--- config.mk ---
export PLATFORM = sky130hd
export DESIGN_NAME = traffic_ctrl_n
export DESIGN_NICKNAME = d
export VERILOG_FILES = /design/src/rtl/traffic_ctrl_n.sv
export SDC_FILE = /design/constraint.sdc
export NUM_CORES = 1
export LEC_CHECK = 0
export ABC_AREA = 1
export CAP_MARGIN = 20
export CORE_ASPECT_RATIO = 1.1
export CORE_UTILIZATION = 43
export DETAILED_ROUTE_END_ITERATION = 10
export GPL_ROUTABILITY_DRIVEN = 0
export PLACE_DENSITY = 0.72
export SLEW_MARGIN = 30
export SYNTH_ARGS = -nofsm -noshare
export SYNTH_HDL_FRONTEND = slang
export SYNTH_HIERARCHICAL = 1
export SYNTH_SLANG_ARGS = --single-unit
--- constraint.sdc ---
create_clock -name clk -period 2.59 [get_ports clk]
set_input_delay 0.259 -clock clk [delete_from_list [all_inputs] [get_ports clk]]
set_output_delay 0.259 -clock clk [all_outputs]
set_load 0.02 [all_outputs]
--- src/rtl/traffic_ctrl_n.sv ---
// ---------------------------------------------------------------------------
// traffic_ctrl_n : multi-approach round-robin traffic-light controller
//
// Serves N_DIR approaches in turn. Every phase is timed in units of the
// external one-cycle `tick` enable. Features:
//   - demand-driven direction selection: skips approaches without requests
//   - green extension while only the current approach has demand, capped
//     at GREEN_MAX
//   - night flashing-yellow mode, entered and left through an all-red
//     clearance phase
//
// Ports
//   clk        : clock, all state changes on rising edge
//   rst_n      : asynchronous active-low reset -> ALLRED, cur_dir = N_DIR-1
//   tick       : timing enable; the timer and state only move when tick=1
//   veh_req    : per-approach vehicle-present level
//   flash_mode : level request for flashing mode
//   lights     : {red,yellow,green} per approach, approach d at [3d+2:3d]
//   cur_dir    : approach currently owning (or last owning) green
//   flashing   : high while in FLASH
// ---------------------------------------------------------------------------

// Per-approach lamp decoder. It is driven only from registered state, so
// no input has a combinational path to the lamps.
module traffic_lamp (
    input  logic       sel,     // this approach owns cur_dir
    input  logic       grn,     // controller is in GREEN
    input  logic       yel,     // controller is in YELLOW
    input  logic       fl,      // controller is in FLASH
    input  logic       blink,   // flash phase: 1 = lit
    output logic [2:0] lamp     // {red, yellow, green}
);
    always_comb begin
        lamp = 3'b100;
        if (fl)
            lamp = blink ? 3'b010 : 3'b000;
        else if (grn && sel)
            lamp = 3'b001;
        else if (yel && sel)
            lamp = 3'b010;
    end
endmodule

module traffic_ctrl_n #(
    parameter int N_DIR     = 2,
    parameter int CNT_W     = 4,
    parameter int GREEN_T   = 5,
    parameter int YELLOW_T  = 1,
    parameter int ALLRED_T  = 1,
    parameter int GREEN_MAX = 10
) (
    input  logic                                           clk,
    input  logic                                           rst_n,
    input  logic                                           tick,
    input  logic [N_DIR-1:0]                               veh_req,
    input  logic                                           flash_mode,
    output logic [3*N_DIR-1:0]                             lights,
    output logic [((N_DIR > 1) ? $clog2(N_DIR) : 1)-1:0]   cur_dir,
    output logic                                           flashing
);
    localparam int DW = (N_DIR > 1) ? $clog2(N_DIR) : 1;
    localparam logic [DW-1:0] LAST = DW'(N_DIR - 1);

    // Durations widened by one bit so t+1 never wraps at the compare.
    localparam logic [CNT_W:0] GT = (CNT_W+1)'(GREEN_T);
    localparam logic [CNT_W:0] YT = (CNT_W+1)'(YELLOW_T);
    localparam logic [CNT_W:0] AT = (CNT_W+1)'(ALLRED_T);
    localparam logic [CNT_W:0] GM = (CNT_W+1)'(GREEN_MAX);

    localparam logic [1:0] S_ALLRED = 2'd0;
    localparam logic [1:0] S_GREEN  = 2'd1;
    localparam logic [1:0] S_YELLOW = 2'd2;
    localparam logic [1:0] S_FLASH  = 2'd3;

    logic [1:0]       state;
    logic [CNT_W-1:0] t;
    logic             blink;
    logic [CNT_W:0]   t1;
    logic [N_DIR-1:0] dir_oh;
    logic             extend;
    logic [DW-1:0]    nxt_dir;
    logic [DW-1:0]    cand;
    logic             found;

    assign t1 = {1'b0, t} + 1'b1;

    always_comb begin
        dir_oh          = '0;
        dir_oh[cur_dir] = 1'b1;
    end

    // Extend green only for an uncontested, still-requesting approach.
    assign extend = veh_req[cur_dir] && ((veh_req & ~dir_oh) == '0) &&
                    !flash_mode && (t1 < GM);

    // Round-robin search starting after cur_dir; cur_dir itself is the last
    // candidate. With no demand at all, simply advance by one.
    always_comb begin
        nxt_dir = (cur_dir == LAST) ? '0 : cur_dir + 1'b1;
        found   = 1'b0;
        cand    = cur_dir;
        for (int k = 0; k < N_DIR; k++) begin
            cand = (cand == LAST) ? '0 : cand + 1'b1;
            if (!found && veh_req[cand]) begin
                found   = 1'b1;
                nxt_dir = cand;
            end
        end
    end

    always_ff @(posedge clk or negedge rst_n) begin
        if (!rst_n) begin
            state   <= S_ALLRED;
            t       <= '0;
            cur_dir <= LAST;
            blink   <= 1'b0;
        end else begin
            case (state)
                S_ALLRED: if (tick) begin
                    if (t1 == AT) begin
                        t <= '0;
                        if (flash_mode) begin
                            state <= S_FLASH;
                            blink <= 1'b1;
                        end else begin
                            state   <= S_GREEN;
                            cur_dir <= nxt_dir;
                        end
                    end else begin
                        t <= t + 1'b1;
                    end
                end
                S_GREEN: if (tick) begin
                    // Minimum green always runs out before flash or
                    // competing demand is considered.
                    if (t1 >= GT && !extend) begin
                        state <= S_YELLOW;
                        t     <= '0;
                    end else begin
                        t <= t + 1'b1;
                    end
                end
                S_YELLOW: if (tick) begin
                    if (t1 == YT) begin
                        state <= S_ALLRED;
                        t     <= '0;
                    end else begin
                        t <= t + 1'b1;
                    end
                end
                S_FLASH: if (tick) begin
                    blink <= ~blink;
                    if (!flash_mode) begin
                        state <= S_ALLRED;
                        t     <= '0;
                    end
                end
                default: begin
                    state <= S_ALLRED;
                    t     <= '0;
                end
            endcase
        end
    end

    assign flashing = (state == S_FLASH);

    for (genvar d = 0; d < N_DIR; d++) begin : g_lamp
        traffic_lamp u_lamp (
            .sel   (cur_dir == DW'(d)),
            .grn   (state == S_GREEN),
            .yel   (state == S_YELLOW),
            .fl    (state == S_FLASH),
            .blink (blink),
            .lamp  (lights[3*d +: 3])
        );
    end

endmodule
==> results.toml <==
[run_status]
outcome = "finished, final reports clean"

[flow_run]
maxCapViolCount = 0

[layout]
area_growth_pct = 25.78
fillerInstances = 142
diodes = 0
finalNonFillerCells = 147
nNetsFinal = 140
drive_gt1_frac = 0.1221

[floorplanning]
dieArea_um2 = 1755
fp.dieH_um = 43.84
row_count = 14
core_area_um2 = 1419
die_x_um = 40.04
ioPinCount = 14
start_util = 0.4824

[synth]
synthXorXnorAreaFrac = 0.01280
synth_seq_area_share = 0.2943
synth_top_family_by_area = "simple AND/OR/NAND/NOR gates"
yosys.area_share.simple = 0.5064
ys_seq_elements = 8
synth_mux_area_frac = 0
synth_fp_nets = 122
postSynthCellCount = 114
yosysUniqueCellTypes = 20
syn_area_um2 = 684.4
synth_area_per_cell_um2 = 6.004
synth_compound_gate_area_share = 0.06581
synth_fa_ha_area_frac = 0.03656
yosys_warnings = 6

[grt]
antenna_found_initial = 0
grt_pass1_vias = 551
grt_overflow = 0
grtUsageTotal = 0.1809
grt_start_max_net_pins = 12
grt_pass1_wl_um = 2145

[route]
first_pass_iters = 4
drt_iter0_drc = 31
vias_per_cell = 4.966
wl_um = 1383
wl_per_cell_um = 9.408
drc = 0
ant_nets = 0
via_count = 730

[worst_setup_path]
r2r-start = "t[0]"
cp.required_ns = 2.33
crit_path_end_kind = "output pin"
cp.arrival_ns = 1.93
critPathKind = "flop to output pin"
worst-path-max-fanout = 6
critPathLaunch = "state[0]"
start_kind = "flop"

[placement]
place_inst = 143
dpl.hpwl_um = 1079
dpl_worst_slack_ns = 0.6809
io_buffers = 13

[timing]
tns_ns = 0
setup_slack_ns = 0.4008
layout_min_cycle_time_ns = 2.189
setup_violations = 0
drv_slew = 0
tightest_slew_ns = 0.4351
hold_viol_final = 0
clock.fmax_mhz = 456.8
grt_setup_unrepaired = "no"
skew_ns = 0.004931
slew_headroom = 0.7099
fin_crit_sh = 0.8452

[clocking]
path_clk_slew_ns = 0.06
h-tree-depth = 1
clock-root-buffer = "clkbuf_4"
clk_latency_ns = 0.26
cts_buffer_depth = 2
cts_setup_buffers = 0
cts_hold_buf = 0
cts_buffers = 3
post_cts_resized = 0
clock_sinks = 8
cts_tree = "done"

[power]
ir_worst_vdd_mv = 0.5279
leakage_nw = 0.4767
total_power_mw = 1.046
powerDensity_nw_per_um2 = 1215

[hold_path]
min_path_type = "primary input to asynchronous set/reset pin"
cells in the mapped netlist, drive strengths merged:
cell type | n | share of area
dfrtp | 7 | 0.26
o21ai | 3 | 0.027
nand3b | 1 | 0.011
ha | 2 | 0.037
nand3 | 6 | 0.051
nand4 | 2 | 0.018
nor2 | 18 | 0.11
dfstp | 1 | 0.038
nand2 | 55 | 0.32
clkinv | 1 | 0.0073
xor2 | 1 | 0.013
a21oi | 3 | 0.038
inv | 14 | 0.077
cells by family (layout without fill, tap and decap cells):
family | Yosys count | in the layout
AOI/OAI and AO/OA | 6 | 6
xor gates and xnor gates | 1 | 1
adders and majority gates | 2 | 2
buffers and inverters | 15 | 32
DFF | 8 | 8
and+or+nand+nor | 82 | 82
routing by layer:
| metal | track usage | vias to the layer above | wire, um |
|---|---|---|---|
| met5 | 0 | - | 0 |
| met4 | 0.1448 | 0 | 36 |
| met3 | 0.02051 | 4 | 93 |
| met2 | 0.2452 | 30 | 566 |
| met1 | 0.2516 | 313 | 687 |
| li1 | - | 383 | - |
worst paths after layout:
check                             to  slack (ns)  cells past startpoint
min in group clk             cur_dir        0.54                      2
hold reg to reg              cur_dir        0.54                      2
max in group asynchronous    cur_dir        1.99                      1
setup / recovery           lights[3]        0.40                      5
hold / removal                  t[3]        0.28                      1
setup reg to reg                t[2]        0.96                     12
layout by cell type, fill, tap and decap left out, drive strengths merged:
cell type,instances
a21oi,3
clkbuf,4
clkdlybuf4s50,13
clkinv,1
dfrtp,7
dfstp,1
ha,2
inv,14
nand2,55
nand3,6
nand3b,1
nand4,2
nor2,18
o21ai,3
xor2,1
worst max-delay path, cell delays in order (launching register included):
cell and delay [ns]:
dfrtp_1 0.43, inv_1 0.14, nor2_1 0.29, nand2_1 0.12, nor2_1 0.10, clkdlybuf4s50_1 0.60
power by group:
| part | internal, mW | total [mW] | leakage, nW | switching, mW |
|---|---|---|---|---|
| clock network | 0.0593 | 0.107 | 0.0150 | 0.0479 |
| logic | 0.273 | 0.680 | 0.361 | 0.407 |
| registers | 0.184 | 0.259 | 0.101 | 0.0753 |
cell type report:
type | instances | area (um^2) | share of cell area
clock buffer | 4 | 26.28 | 0.03052
timing repair buffer | 13 | 130.1 | 0.1512
multi-input combinational | 91 | 425.4 | 0.4942
tap | 16 | 20.02 | 0.02326
inverter | 15 | 57.56 | 0.06686
sequential | 8 | 201.4 | 0.2340
flip-flops by register name (all words and copies together), names as in the netlist:
name	cells
blink	1
state	2
t	4
cur_dir	1
per-stage QoR:
stage	util	hold slack (ns)	cell area, um^2
floorplan	-	-0.03659	684.4
global placement	0.5882	0.5266	834.6
detailed placement	0.5882	0.5292	834.6
CTS	0.6067	0.2837	860.8
global route	0.6067	0.3019	860.8
finish	0.6067	0.2832	860.8
Power figures use the tool's default switching activity.
